**src/rtl/mvb_serializer_if.sv**
```systemverilog
// Handshake and serial-line bundle shared by the telegram builder, the MVB
// serializer and the line encoder.
interface mvb_serializer_if;
  logic [15:0] data_in;
  logic        data_valid;
  logic        data_ready;
  logic        serializer_wait;
  logic        data_out;
  logic        tx_active;
  logic        word_done;

  modport master (
    output data_in, data_valid, serializer_wait,
    input  data_ready, data_out, tx_active, word_done
  );

  modport slave (
    input  data_in, data_valid, serializer_wait,
    output data_ready, data_out, tx_active, word_done
  );
endinterface

```
**src/rtl/mvb_serializer.sv**
```systemverilog
// 16-bit parallel-to-serial transmitter for the 3 MHz MVB bit path, MSB first,
// with a one-word holding buffer. Define MVB_SER_PARITY_EN to append an even-parity bit.
module mvb_serializer #(
  parameter logic IDLE_LEVEL = 1'b0
) (
  input  logic            clk_3M,
  input  logic            rst,
  mvb_serializer_if.slave bus
);

`ifdef MVB_SER_PARITY_EN
  localparam logic [4:0] LAST = 5'd16;
  localparam int         SHW  = 16;

  function automatic logic parity16(input logic [15:0] w);
    return ^w;
  endfunction
`else
  localparam logic [4:0] LAST = 5'd15;
  localparam int         SHW  = 15;
`endif

  typedef enum logic {
    S_IDLE  = 1'b0,
    S_SHIFT = 1'b1
  } state_e;

  state_e           state_q, state_d;
  logic [15:0]      hold_q, hold_d;
  logic             hold_full_q, hold_full_d;
  logic [SHW-1:0]   shreg_q, shreg_d;
  logic [4:0]       bit_cnt_q, bit_cnt_d;
  logic             data_out_q, data_out_d;
  logic             tx_active_q, tx_active_d;
  logic             word_done_q, word_done_d;

  logic             data_ready_s;
  logic             accept_s;
  logic             load_s;
  logic             advance_s;

  assign data_ready_s   = rst & ~hold_full_q;
  assign bus.data_ready = data_ready_s;
  assign bus.data_out   = data_out_q;
  assign bus.tx_active  = tx_active_q;
  assign bus.word_done  = word_done_q;

  // State register.
  always_ff @(posedge clk_3M or negedge rst) begin
    if (!rst) begin
      state_q <= S_IDLE;
    end else begin
      state_q <= state_d;
    end
  end

  // Next state: pick between loading a word, shifting the next bit, or going idle.
  always_comb begin
    state_d   = state_q;
    load_s    = 1'b0;
    advance_s = 1'b0;
    case (state_q)
      S_IDLE: begin
        if (hold_full_q && !bus.serializer_wait) begin
          load_s  = 1'b1;
          state_d = S_SHIFT;
        end else begin
          state_d = S_IDLE;
        end
      end
      S_SHIFT: begin
        if (bus.serializer_wait) begin
          state_d = S_SHIFT;
        end else if (bit_cnt_q < LAST) begin
          advance_s = 1'b1;
        end else if (hold_full_q) begin
          // Reload straight from the holding buffer so no gap bit appears.
          load_s = 1'b1;
        end else begin
          state_d = S_IDLE;
        end
      end
      default: begin
        state_d = S_IDLE;
      end
    endcase
  end

  // Output and datapath next values.
  always_comb begin
    accept_s    = bus.data_valid & data_ready_s;
    hold_d      = hold_q;
    hold_full_d = hold_full_q;
    shreg_d     = shreg_q;
    bit_cnt_d   = bit_cnt_q;
    data_out_d  = data_out_q;
    word_done_d = 1'b0;
    tx_active_d = (state_d == S_SHIFT);

    if (load_s) begin
      data_out_d  = hold_q[15];
`ifdef MVB_SER_PARITY_EN
      shreg_d     = {hold_q[14:0], parity16(hold_q)};
`else
      shreg_d     = hold_q[14:0];
`endif
      bit_cnt_d   = 5'd0;
      hold_full_d = 1'b0;
    end else if (advance_s) begin
      data_out_d  = shreg_q[SHW-1];
      shreg_d     = {shreg_q[SHW-2:0], 1'b0};
      bit_cnt_d   = bit_cnt_q + 5'd1;
      word_done_d = (bit_cnt_d == LAST);
    end else if (state_d == S_IDLE) begin
      data_out_d  = IDLE_LEVEL;
    end else begin
      data_out_d  = data_out_q;
    end

    // Accept never coincides with a load: data_ready is low while hold is full.
    if (accept_s) begin
      hold_d      = bus.data_in;
      hold_full_d = 1'b1;
    end else begin
      hold_d      = hold_q;
    end
  end

  // Datapath and registered line outputs.
  always_ff @(posedge clk_3M or negedge rst) begin
    if (!rst) begin
      hold_q      <= 16'd0;
      hold_full_q <= 1'b0;
      shreg_q     <= '0;
      bit_cnt_q   <= 5'd0;
      data_out_q  <= IDLE_LEVEL;
      tx_active_q <= 1'b0;
      word_done_q <= 1'b0;
    end else begin
      hold_q      <= hold_d;
      hold_full_q <= hold_full_d;
      shreg_q     <= shreg_d;
      bit_cnt_q   <= bit_cnt_d;
      data_out_q  <= data_out_d;
      tx_active_q <= tx_active_d;
      word_done_q <= word_done_d;
    end
  end

endmodule

```
**src/flat_wrapper.sv**
```systemverilog
// flat-port wrapper written by rule: the top's interface ports become plain ports
module mvb_serializer_flat 
#(
  parameter logic IDLE_LEVEL = 1'b0
)
  (clk_3M, rst, bus_data_in, bus_data_valid, bus_serializer_wait, bus_data_ready, bus_data_out, bus_tx_active, bus_word_done);
  mvb_serializer_if bus_i ();
  input  logic clk_3M;
  input  logic rst;
  input wire logic [$bits(bus_i.data_in)-1:0] bus_data_in;
  input wire logic [$bits(bus_i.data_valid)-1:0] bus_data_valid;
  input wire logic [$bits(bus_i.serializer_wait)-1:0] bus_serializer_wait;
  output wire logic [$bits(bus_i.data_ready)-1:0] bus_data_ready;
  output wire logic [$bits(bus_i.data_out)-1:0] bus_data_out;
  output wire logic [$bits(bus_i.tx_active)-1:0] bus_tx_active;
  output wire logic [$bits(bus_i.word_done)-1:0] bus_word_done;
  assign bus_i.data_in = bus_data_in;
  assign bus_i.data_valid = bus_data_valid;
  assign bus_i.serializer_wait = bus_serializer_wait;
  assign bus_data_ready = bus_i.data_ready;
  assign bus_data_out = bus_i.data_out;
  assign bus_tx_active = bus_i.tx_active;
  assign bus_word_done = bus_i.word_done;
  mvb_serializer #(.IDLE_LEVEL(IDLE_LEVEL)) u_core (.clk_3M(clk_3M), .rst(rst), .bus(bus_i));
endmodule
```
**config.mk**
```make
export PLATFORM = sky130hd
export DESIGN_NAME = mvb_serializer_flat
export DESIGN_NICKNAME = d
export VERILOG_FILES = /design/src/rtl/mvb_serializer_if.sv /design/src/rtl/mvb_serializer.sv /design/src/flat_wrapper.sv
export SDC_FILE = /design/constraint.sdc
export NUM_CORES = 1
export LEC_CHECK = 0
export CAP_MARGIN = 30
export CORE_UTILIZATION = 47
export CTS_BUF_LIST = sky130_fd_sc_hd__clkbuf_16
export DETAILED_ROUTE_END_ITERATION = 8
export PLACE_DENSITY = 0.78
export SLEW_MARGIN = 30
export SYNTH_ARGS = -nofsm -noshare
export SYNTH_HDL_FRONTEND = slang
export SYNTH_SLANG_ARGS = --single-unit
```
**constraint.sdc**
```tcl
create_clock -name clk_3M -period 2.15 [get_ports clk_3M]
set_clock_uncertainty 0.1 [all_clocks]
set_input_delay 0.3225 -clock clk_3M [delete_from_list [all_inputs] [get_ports clk_3M]]
set_output_delay 0.3225 -clock clk_3M [all_outputs]
set_load 0.01 [all_outputs]
```
* Yosys cells after proc, flatten, opt, wreduce, memory -nomap -nowiden *
Index checks and enable logic that the tools add are counted.
Widths: inputs -> output; s select.

storage, ports and cells
  word-level logic and storage cells = 41
  bits of input ports = 20
  register bits = 40

operators by class
  add/sub/neg operators = 1
  reduce and logical (&&, ||, !) cells = 4
  equality and inequality tests = 2
  muxes and demuxes = 22
  order comparisons = 1
  bitwise operators = 4

operators with widths
  kind                 number
  $mux 15              2
  $mux 1               16
  $mux 5               2
  $add 5x1->5 const B  1
  $eq 5x4->1 const B   1
  $lt 5x4->1 const B   1
  $pmux 1 s2           2
  $reduce_bool 2->1    2
  $ne 3x3->1 const B   1
  $and 1x1->1          2
  $not 1->1            2
  $logic_and 1x1->1    1
  $logic_not 1->1      1

* Logic depth before layout (Yosys ltp) *
Gate-level depths: netlist (run 1).

  word-level depth = 7
  depth in mapped cells = 6

* Worst setup path before layout (run 1) *
OpenSTA, ideal clock, no wires.

  path kind = register to register
  start = register u_core.state_q
  end = register u_core.shreg_q[10]
  period minus slack after synthesis = 1,541 ps
  cell stages (with the launch flop) = 7
  path buffers = 3
  path slack = 609 ps
  arrival time = 1,356 ps
  cells stage by stage = dfrtp_1 -> nor2b_1 -> buf_6 -> o221a_1 -> buf_6 -> buf_6 -> o221ai_2

on the way
  cells in the longest elaborated chain, start to end = 3
  elaborated cells between the ends (all ways) = 5
  those cells by class = mux: 3; bitwise: 1; reduce/logical: 1

ends and longest elaborated chain
  what                                          line                   text
  from (decl)                                   mvb_serializer.sv:28   state_e state_q, state_d;
  from (signal assigned)                        mvb_serializer.sv:53   state_q <= state_d;
  $not 1->1                                     mvb_serializer.sv:62   case (state_q)
  $pmux 1 s2                                    mvb_serializer.sv:62
  $mux 15 or $reduce_bool 2->1 (tied branches)  -
  to (signal assigned)                          mvb_serializer.sv:142  shreg_q <= shreg_d;
  to (decl)                                     mvb_serializer.sv:31   logic [SHW-1:0] shreg_q, shreg_d;

Several ways; a longest one is shown, not always the timed one.
A chain may end at the register's enable or synchronous reset.

* Worst setup path after layout (run 1) *
  start = register u_core.hold_full_q
  end = output bus_data_ready

on the way
  cells in the longest elaborated chain, start to end = 2

ends and longest elaborated chain
  what                    line                   text
  from (decl)             mvb_serializer.sv:30   logic hold_full_q, hold_full_d;
  from (signal assigned)  mvb_serializer.sv:141  hold_full_q <= hold_full_d;
  $not 1->1               mvb_serializer.sv:42   assign data_ready_s = rst & ~hold_full_q;
  $and 1x1->1             mvb_serializer.sv:42
  to (decl)               flat_wrapper.sv:13     output wire logic [$bits(bus_i.data_ready)-1:0] bus_data_ready;

No other way between the ends.

==> results.py, run 1 <==
metrics = {
    "finish": {
        "final_cells": 247,
        "drive_above_1_share": 0.2161,
        "syn_to_final_growth_pct": 22.46,
        "diodes": 0,
        "final_nets": 220,
    },
    "worst_setup_path": {
        "r2r-start": "u_core.bit_cnt_q[2]",
        "setup.worst_path.start_class": "flop",
        "path_cells": "nor2b_1 -> clkdlybuf4s50_1",
        "path_buf_inv": 1,
        "critical-path-slowest-cell": "clkdlybuf4s50_1",
        "reg2regPathDepth": 4,
        "crit_type": "reg -> out",
        "rrSetupSlack_ns": 0.55,
        "cp-end-kind": "primary output",
        "cp-endpoint": "bus_data_ready",
        "worstPathArrival_ns": 1.51,
        "cp.required_ns": 1.73,
        "r2r_end": "u_core.shreg_q[14]",
        "cp_max_fo": 6,
        "cp_top_family": "buffers and inverters",
        "max_stage_delay_ns": 0.58,
        "cp-startpoint": "u_core.hold_full_q",
        "path_depth": 2,
    },
    "sta": {
        "worstMarginPinSlew_ns": 0.4965,
        "min_period_over_period": 0.8978,
        "fin_crit_ns": 1.930,
        "finalSetupTns_ns": 0,
        "max_slew_margin": 0.6690,
        "slew_violations": 0,
        "grt_setup_unrepaired": "false",
        "hold_viol_final": 0,
        "setup_slack_ns": 0.2196,
        "max_freq_ghz": 0.5180,
        "setup_violations": 0,
        "fin_hold_ws_ns": 0.02946,
    },
    "yosys": {
        "synth_area_mm2": 0.001922,
        "synth-seq-cells": 40,
        "ys.flop_type": "dfrtp_1",
        "yosys_warnings": 0,
        "synth_area_leaders": "dfrtp_1 52%, mux2_2 9.4%, o221ai_2 5.5%, nand4_1 4.9%, inv_1 4.3%",
        "async_reset_ff_frac": 1.000,
        "synthCells": 172,
        "synth_edf_count": 0,
        "synth_cell_types": 33,
        "syn-num-nets": 194,
        "syn_avg_cell_area_um2": 11.17,
        "ys_seq_area_frac": 0.5208,
        "synth_top_cells_by_count": "40 x dfrtp_1, 22 x inv_1, 19 x nand2_1, 16 x mux2_2, 15 x nand4_1",
        "synth_top_area_frac": 0.5208,
        "synth_largest_area_cell": "dfrtp_1",
        "synthMostInstantiatedCell": "dfrtp_1",
    },
    "placed_design": {
        "post-place-ws_ns": 0.3466,
        "dp_hpwl_um": 2515,
        "place.gp.congestion": 0.7886,
        "dp.cells": 239,
        "port_buffers": 23,
    },
    "cts": {
        "htreeDepth": 2,
        "ctsResizeCount": 0,
        "path_clk_slew_ns": 0.06,
        "cts_tree": "built",
        "cts-root-buf": "clkbuf_16",
        "numCtsBuffers": 5,
        "clock-sinks": 40,
        "cts_hold_buffers": 0,
        "cts_setup_buffers": 0,
        "clk_latency_ns": 0.28,
        "cts_buffer_depth": 2,
    },
    "drt": {
        "drt-initial-drc-count": 60,
        "ant_nets": 0,
        "vias": 1449,
        "drc": 0,
        "drt-total-wl_um": 4010,
        "vias_per_cell": 5.866,
        "drt-wirelength-per-cell_um": 16.23,
        "first_pass_iters": 4,
    },
    "floorplan": {
        "die_area_mm2": 0.004349,
        "core_area_mm2": 0.003799,
        "initial_utilization": 0.5059,
        "die_w_um": 65.95,
        "rows": 22,
        "pin_count": 24,
        "die_y_um": 65.95,
    },
    "pwr": {
        "ir_worst_vdd_mv": 0.6993,
        "combPwrFrac": 0.359,
        "clock_power_share": 0.245,
        "power_density_mw_per_mm2": 1430,
        "power.leakage_nw": 1.010,
        "p_sw_frac": 0.3475,
        "p_int_w": 0.002196,
        "p_switching_w": 0.001170,
        "seqPwrFrac": 0.396,
    },
    "grt": {
        "antenna_found_initial": 0,
        "grt_max_degree": 41,
        "track_usage": 0.2161,
        "overflow": 0,
        "grt_first_pass_wirelength_um": 6775,
        "grt_pass1_vias": 1544,
    },
    "run": {
        "drv_cap": 0,
    },
    "min_path": {
        "min_path_type": "in -> async",
    },
    "status": {
        "status": "finished clean",
    },
}
worst min path at each step:
stage	to	slack (ns)
detailed placement	u_core.bus.word_done	0.34
floorplan	u_core.bit_cnt_q[0]	-0.07
global route	u_core.bit_cnt_q[3]	0.08
CTS	u_core.shreg_q[10]	0.04
finish	u_core.bit_cnt_q[3]	0.03
global placement	u_core.bit_cnt_q[3]	0.34
layout make-up:
class	count	area [µm²]
repair buffers	30	277.8
fillers	282	1445
well taps	48	60.06
flip-flops and latches	40	1001
clock inverters	3	38.79
clock buffers	5	125.1
multi-input cells	99	768.2
inverters	22	82.58
layout by cell type, fill, tap and decap left out, drive strengths merged, types with 4 or more instances in the layout:
master / Yosys / layout
inv: 22 / 23
mux2: 16 / 16
dfrtp: 40 / 40
clkbuf: 3 / 5
o22ai: 4 / 4
nand2: 20 / 20
buf: 8 / 8
o221ai: 15 / 15
clkdlybuf4s50: 0 / 22
nand4: 15 / 15
power by group through the flow:
stage	clock network [W]	logic (W)	registers, W
final	0.000824	0.00121	0.00133
after global routing	0.000873	0.00133	0.00138
after CTS	0.000836	0.00122	0.00132
after detailed placement	0	0.00118	0.00133
after global placement	0	0.00113	0.00131
after floorplan	0	0.000947	0.00126
cell families after synthesis:
group,Yosys count,share of synthesized area
simple gates,50,0.1348
flops,40,0.5208
buf+inv,33,0.07942
fa+ha+maj,2,0.01302
xor+xnor,2,0.009116
compound gates,28,0.1439
mux,17,0.09896
sequential cells by signal, summed over array words and instances, names as in the netlist:
register,flops
u_core.bit_cnt_q,5
u_core.bus.data_out,1
u_core.bus.word_done,1
u_core.hold_full_q,1
u_core.hold_q,16
u_core.shreg_q,15
u_core.state_q,1
metal layers:
layer  GRT usage  up-vias  share of wire
met5           0        -              0
met4      0.1277        0          0.028
met2      0.3495       44           0.51
met1      0.2458      723           0.42
li1            -      668              -
met3     0.07414       14          0.046
per-stage QoR:
| stage | util | total power (W) | instance area (µm²) |
|---|---|---|---|
| 3_5_place_dp | 0.5764 | 0.002513 | 2190 |
| 2_1_floorplan | - | 0.002205 | 1922 |
| 3_3_place_gp | 0.5764 | 0.002436 | 2190 |
| 6_report | 0.6196 | 0.003366 | 2354 |
| 5_1_grt | 0.6196 | 0.003582 | 2354 |
| 4_1_cts | 0.6196 | 0.003377 | 2354 |
worst register-to-register path: stages, from the launching register on:
cell and delay (ns):
dfrtp_1 0.48, nand3_1 0.23, o221a_1 0.27, buf_4 0.22, o221ai_1 0.22
Note: power is estimated with default switching activity, not from simulation.
==> run 2, diff against run 1 <==
--- a/config.mk
+++ b/config.mk
@@ -6,6 +6,8 @@
 export NUM_CORES = 1
 export LEC_CHECK = 0
 export CAP_MARGIN = 30
+export CORE_ASPECT_RATIO = 0.7
+export CORE_MARGIN = 3
 export CORE_UTILIZATION = 47
 export CTS_BUF_LIST = sky130_fd_sc_hd__clkbuf_16
 export DETAILED_ROUTE_END_ITERATION = 8
==> results.py, run 2 (synthesized netlist as in run 1, its figures left out) <==
metrics = {
    "sta": {
        "min_period_over_period": 0.8753,
        "fin_crit_ns": 1.882,
        "setup_violations": 0,
        "max_freq_ghz": 0.5314,
        "slew_violations": 0,
        "max_slew_margin": 0.6697,
        "grt_setup_unrepaired": "false",
        "hold_viol_final": 0,
        "finalSetupTns_ns": 0,
        "worstMarginPinSlew_ns": 0.4954,
    },
    "finish": {
        "final_common_cell": "dfrtp_1",
        "largestRegisters": "u_core.hold_q (16), u_core.shreg_q (15), u_core.bit_cnt_q (5)",
        "final_util": 0.6269,
        "syn_to_final_growth_pct": 21.22,
        "final_nets": 220,
        "drive_above_1_share": 0.2172,
        "layout.cells.most_common_list": "40 x dfrtp_1, 22 x inv_1, 22 x clkdlybuf4s50_1",
        "largest_reg_flops": 16,
        "diodes": 0,
        "top_register": "u_core.hold_q",
    },
    "worst_setup_path": {
        "cp-end-kind": "primary output",
        "setup.worst_path.start_class": "flop",
        "max_stage_delay_ns": 0.57,
        "rrSetupSlack_ns": 0.62,
        "cp-startpoint": "u_core.hold_full_q",
        "cp_max_fo": 6,
        "worstPathArrival_ns": 1.46,
        "critical-path-slowest-cell": "clkdlybuf4s50_1",
        "path_cells": "nor2b_1 -> clkdlybuf4s50_1",
        "reg2regPathDepth": 4,
        "cp.required_ns": 1.73,
        "r2r-start": "u_core.bit_cnt_q[0]",
        "r2r_end": "u_core.shreg_q[4]",
        "crit_type": "reg -> out",
    },
    "floorplan": {
        "pin_count": 24,
        "die_w_um": 82.43,
        "rows": 18,
        "die_y_um": 59.50,
        "initial_utilization": 0.5172,
        "core_area_mm2": 0.003716,
        "die_area_mm2": 0.004905,
    },
    "placed_design": {
        "dp_hpwl_um": 2566,
        "port_buffers": 23,
        "place.gp.congestion": 0.8138,
    },
    "drt": {
        "drc": 0,
        "vias_per_cell": 5.669,
        "ant_nets": 0,
        "drt-wirelength-per-cell_um": 15.60,
        "drt-initial-drc-count": 123,
        "vias": 1406,
        "first_pass_iters": 4,
        "drt-total-wl_um": 3868,
    },
    "grt": {
        "grt_pass1_vias": 1417,
        "track_usage": 0.1836,
        "grt_max_degree": 41,
        "overflow": 0,
        "antenna_found_initial": 0,
        "grt_first_pass_wirelength_um": 6541,
    },
    "run": {
        "drv_cap": 0,
    },
    "cts": {
        "cts_tree": "built",
        "ctsResizeCount": 0,
        "clk_latency_ns": 0.28,
        "path_clk_slew_ns": 0.06,
        "cts_setup_buffers": 0,
        "htreeDepth": 2,
        "cts-root-buf": "clkbuf_16",
        "cts_hold_buffers": 0,
        "numCtsBuffers": 5,
        "cts_buffer_depth": 2,
        "clock-sinks": 40,
    },
    "pwr": {
        "ir_worst_vdd_mv": 0.6016,
        "power_density_mw_per_mm2": 1383,
        "power.leakage_nw": 0.9904,
    },
    "status": {
        "status": "finished clean",
    },
    "min_path": {
        "min_path_type": "in -> async",
    },
}
run 2: how the worst max path moves through the flow:
stage                                 to  depth (start not counted)
floorplan             u_core.shreg_q[10]                          6
global placement    u_core.bus.word_done                          4
detailed placement     u_core.shreg_q[4]                          5
CTS                       bus_data_ready                          2
global route              bus_data_ready                          2
finish                    bus_data_ready                          2
run 2: critical path, delay by kind of cell, from the launching register on:
| family | cells | cell delay, ns |
|---|---|---|
| buffers and inverters | 1 | 0.57 |
| AND/OR/NAND/NOR | 1 | 0.19 |
| flip-flops | 1 | 0.42 |
run 2: per-layer routing:
| metal | global-route usage | vias up | routed length (µm) |
|---|---|---|---|
| met5 | 0 | - | 0 |
| met4 | 0.1114 | 0 | 63 |
| met3 | 0.05471 | 7 | 167 |
| met2 | 0.2900 | 31 | 1856 |
| met1 | 0.2212 | 701 | 1780 |
| li1 | - | 667 | - |
run 2: report_power, final:
group          leakage, nW  switching, W  internal [W]
sequential           0.489      0.000238       0.00109
combinational        0.436      0.000618      0.000566
clock               0.0657      0.000292      0.000421
total                0.990       0.00115       0.00207
run 2: area by class of cell:
class                      instances  area (µm²)
clock buffer                       5       125.1
clock inverter                     2       12.51
fill                             292        1386
inverter                          22       82.58
multi-input combinational         99       768.2
sequential                        40        1001
tap                               50       62.56
timing repair buffer              30       277.8
run 2: per-stage QoR:
| step | hold slack (ns) | std cells | cell area (µm²) | total power (W) | setup slack, ns |
|---|---|---|---|---|---|
| after floorplan | -0.07309 | 172 | 1922 | 0.002205 | 0.6087 |
| after global placement | 0.3317 | 241 | 2192 | 0.002437 | 0.4211 |
| after detailed placement | 0.3372 | 241 | 2192 | 0.002517 | 0.3293 |
| after CTS | 0.03165 | 248 | 2330 | 0.003246 | 0.2540 |
| after global routing | 0.06882 | 248 | 2330 | 0.003429 | 0.1892 |
| final | 0.009284 | 248 | 2330 | 0.003223 | 0.2682 |
==> variant 1: new RTL, settings of run 1 <==
`IDLE_LEVEL` is set to 1'b0 in 2 places; all go to 1'b1.
--- a/src/rtl/mvb_serializer.sv
+++ b/src/rtl/mvb_serializer.sv
@@ -1,7 +1,7 @@
 // 16-bit parallel-to-serial transmitter for the 3 MHz MVB bit path, MSB first,
 // with a one-word holding buffer. Define MVB_SER_PARITY_EN to append an even-parity bit.
 module mvb_serializer #(
-  parameter logic IDLE_LEVEL = 1'b0
+  parameter logic IDLE_LEVEL = 1'b1
 ) (
   input  logic            clk_3M,
   input  logic            rst,
--- a/src/flat_wrapper.sv
+++ b/src/flat_wrapper.sv
@@ -1,7 +1,7 @@
 // flat-port wrapper written by rule: the top's interface ports become plain ports
 module mvb_serializer_flat 
 #(
-  parameter logic IDLE_LEVEL = 1'b0
+  parameter logic IDLE_LEVEL = 1'b1
 )
   (clk_3M, rst, bus_data_in, bus_data_valid, bus_serializer_wait, bus_data_ready, bus_data_out, bus_tx_active, bus_word_done);
   mvb_serializer_if bus_i ();
Behaviour: not the same (a bounded check fails within 4 cycles, from zero or initial values and one cycle with rst low).
==> variant 1 against run 1 <==
Synthesized area up 0.46%. Routed wire length down 7.3%. Sequential cell count unchanged. Critical path depth unchanged. Final cell count unchanged. Total power down 4.5%. Design area down 0.80%. Synthesized cell count unchanged. Via count down 4.3%. Setup slack better by 0.056 ns. Highest routed layer unchanged.
==> variant 1: results (changes against run 1) <==
[place]
gp_congestion=0.871  ; +10%
dp_hpwl_um=2510  ; about the same
io_buffers=23  ; unchanged
place_area_sq_um=2200  ; +0.40%

[layout]
final.fill_count=306  ; +8.5%
buffer_area_frac=0.122  ; +0.00416
multi_input_area_share=0.327  ; +0.00102
buffers_excl_clock=31  ; +3.3%
syn2layout_area_growth_pct=20.9
nMultiInputCombCells=97  ; -2.0%
seq_area_sq_um=1000  ; +0.12%
drive_above_1_share=0.211  ; -0.00503
n_sequential_cell=40  ; unchanged

[global_route]
gr-usage-met1=0.262  ; +0.0159
use_met2=0.314  ; -0.0357
track_usage=0.200  ; -0.0161
grt_pass1_vias=1408  ; -8.8%
met3_usage=0.0586  ; -0.0155

[drt]
wl_met2_um=1870  ; -8.7%
wl_per_cell_um=15.1  ; -7.3%
dr_wl_met3_um=142  ; -24%
via_per_inst=5.62  ; -4.3%

[pwr]
p_leak_nw=0.996  ; -1.3%
ir_worst_vdd_v=0.000745  ; +6.6%
pwr_density_cell_nw_per_um2=1380  ; -3.7%

[synth]
synth_compound_area_frac=0.139  ; -0.00519
synth.area.mux_share=0.0985  ; -0.000449
synth.area.top_cells=dfrtp_1, mux2_2, o221ai_2
ys_seq_area_frac=0.519  ; -0.00171
synth_xor_area_frac=0.00907  ; -0.0000413
synth_fa_ha_area_frac=0.0130  ; -0.0000591

[timing]
worstMarginPinSlew_ns=0.498  ; +0.00106 ns

[worst_setup_path]
arrival_ns=1.45  ; -0.06 ns
r2r_setup_slack_ns=0.57  ; +0.02 ns
critical_path.max_fanout=5  ; -1
r2r-end=u_core.shreg_q[5]
r2r_start=u_core.bit_cnt_q[0]

[outcome]
status=finished, final reports clean

[clock_tree]
post_cts_buffers=0  ; unchanged

==> variant 1: per-stage QoR <==
stage / setup slack [ns] / hold slack [ns] / instances / power (mW) / utilization
after floorplan: 0.594 / -0.0731 / 172 / 2.22 / -
after global placement: 0.413 / 0.321 / 239 / 2.44 / 0.579
after detailed placement: 0.341 / 0.327 / 239 / 2.53 / 0.579
after CTS: 0.275 / 0.0364 / 247 / 3.23 / 0.615
after global routing: 0.185 / 0.0599 / 247 / 3.45 / 0.615
final: 0.275 / 0.0171 / 247 / 3.21 / 0.615
==> variant 1: cell families after synthesis <==
| logic type | after synthesis |
|---|---|
| DFF | 40 |
| buffers and inverters | 35 |
| xor gates and xnor gates | 2 |
| muxes | 17 |
| and+or+nand+nor | 49 |
| adders and majority gates | 2 |
| AOI/OAI and AO/OA | 27 |
==> variant 1: power breakdown <==
part	switching (mW)	internal, mW
logic	0.630	0.570
clock network	0.273	0.417
registers	0.227	1.10
total	1.13	2.08
==> variant 2: new RTL, flow settings as in run 1 <==
Without the edit above. `shreg_q` no longer has a reset.
--- a/src/rtl/mvb_serializer.sv
+++ b/src/rtl/mvb_serializer.sv
@@ -131,7 +131,6 @@
     if (!rst) begin
       hold_q      <= 16'd0;
       hold_full_q <= 1'b0;
-      shreg_q     <= '0;
       bit_cnt_q   <= 5'd0;
       data_out_q  <= IDLE_LEVEL;
       tx_active_q <= 1'b0;
@@ -139,7 +138,6 @@
     end else begin
       hold_q      <= hold_d;
       hold_full_q <= hold_full_d;
-      shreg_q     <= shreg_d;
       bit_cnt_q   <= bit_cnt_d;
       data_out_q  <= data_out_d;
       tx_active_q <= tx_active_d;
@@ -147,5 +145,9 @@
     end
   end
 
+  always_ff @(posedge clk_3M) begin
+    shreg_q <= shreg_d;
+  end
+
 endmodule
 
Function: no difference found for any inputs over 10 cycles, from zero or initial values and one cycle with rst low; that may be too few to reach the edited logic, so the function may still have changed.
==> variant 2 against run 1 <==
Die area is 9.4% lower. Sequential cell count unchanged. Design area is 5.3% lower. Clock power shrank 1%. Synthesized area decreased by 9.7%. Setup slack got worse by 0.012 ns. Routed wire length decreased by 31%. Total power is 3.5% lower. Critical path type is now input pin to output pin. Largest cell class unchanged.
==> variant 2: results (changes against run 1) <==
[layout]
final_nets=174  ; -21%
drive_above_1_share=0.314  ; +0.0976
reg.largest.list=u_core.hold_q x16, u_core.shreg_q x15, u_core.bit_cnt_q x5

[drt]
postRouteAntennaNets=0  ; unchanged
wl_per_cell_um=13.9  ; -14%
num_vias=1038  ; -28%
first_pass_iters=4  ; unchanged
drt_iter0_markers=80  ; +33%

[synth]
synth_top_family_by_area=multiplexers
synth_compound_area_frac=0.0584  ; -0.0855
ys_seq_area_frac=0.620  ; +0.0992
synth.net_count=141  ; -27%
synth.area.mux_share=0.207  ; +0.108
synth_fa_ha_area_frac=0.0144  ; +0.00140
synth_ff_type=dfrtp_1
netlist-cell-type-count=29  ; -12%
synth.area.top_cells=dfrtp_1, edfxtp_1, mux2_2
yosys-top-cells-count=mux2_2, dfrtp_1, edfxtp_1
yosysWarnings=0  ; unchanged
synth_xor_area_frac=0  ; -0.00911
synth_edf_count=15  ; +15
synthArstFlopShare=0.625  ; -0.375

[pwr]
pwr-share-comb=0.302  ; -0.057
swShare=0.279  ; -0.0683
power_frac_seq=0.447  ; +0.051
p_leak_nw=0.896  ; -11%
ir_worst_vdd_v=0.000621  ; -11%
switching_power_mw=0.907  ; -22%

[global_route]
track_usage=0.167  ; -0.0486
grt_max_degree=26  ; -37%
grt_pass1_wl_um=4790  ; -29%
antenna_found_initial=0  ; unchanged
grt_pass1_vias=1047  ; -32%

[worst_setup_path]
critPathSlowestCell=clkdlybuf4s50_1
slowest_delay_ns=0.55  ; -0.03 ns
cp-startpoint=rst
r2r_start=u_core.bit_cnt_q[4]
critPathCapture=bus_data_ready
path_delay_family=buffers and inverters
critical_path.max_fanout=2  ; -4
r2r-end=u_core.shreg_q[3]
rr_worst_depth=4  ; unchanged
r2r_setup_slack_ns=0.40  ; -0.15 ns

[clock_tree]
cts_resized=0  ; unchanged
cts_buffers=5  ; unchanged
htreeDepth=2  ; unchanged
cts_buffer_depth=2  ; unchanged
root_buffer=clkbuf_16
clkSlewWorstSetupHoldPaths_ns=0.06  ; about the same
post_cts_buffers=0  ; unchanged

[timing]
relSlewSlack=0.754  ; +0.0848
holdWs_ns=0.348  ; +0.318 ns
tns_ns=0  ; unchanged

[place]
place_area_sq_um=2060  ; -5.7%
io_buffers=23  ; unchanged
gp_congestion=0.853  ; +8.1%
dp_hpwl_um=1910  ; -24%

[outcome]
status=finished, final reports clean

[worst_hold_path]
hp-class=input pin to async pin

==> variant 2: per-layer routing <==
layer	wire, um	track usage	part of all wire	vias up
met4	45	0.0872	0.016	0
li1	-	-	-	507
met3	116	0.0712	0.042	5
met2	1350	0.250	0.49	22
met5	0	0	0	-
met1	1260	0.206	0.45	504
==> variant 2: worst register-to-register path, cell delays in order (launching register included) <==
cell and delay (ns):
dfrtp_1 0.41, and2b_1 0.30, nand2_1 0.18, a21oi_2 0.18
buf_4 0.26
==> variant 2: area by class of cell <==
cell class / instances / area (sq um)
Clock buffer: 5 / 125
Tap cell: 46 / 57.6
Multi-Input combinational cell: 72 / 628
Fill cell: 271 / 1210
Timing Repair Buffer: 29 / 288
Inverter: 4 / 15.0
Sequential cell: 40 / 1080
Clock inverter: 3 / 38.8
==> variant 2: through the flow <==
stage	cells	worst slack, ns
after floorplan	119	0.327
after global placement	191	0.0932
after detailed placement	191	0.0776
after CTS	199	0.196
after global routing	199	0.108
final	199	0.208
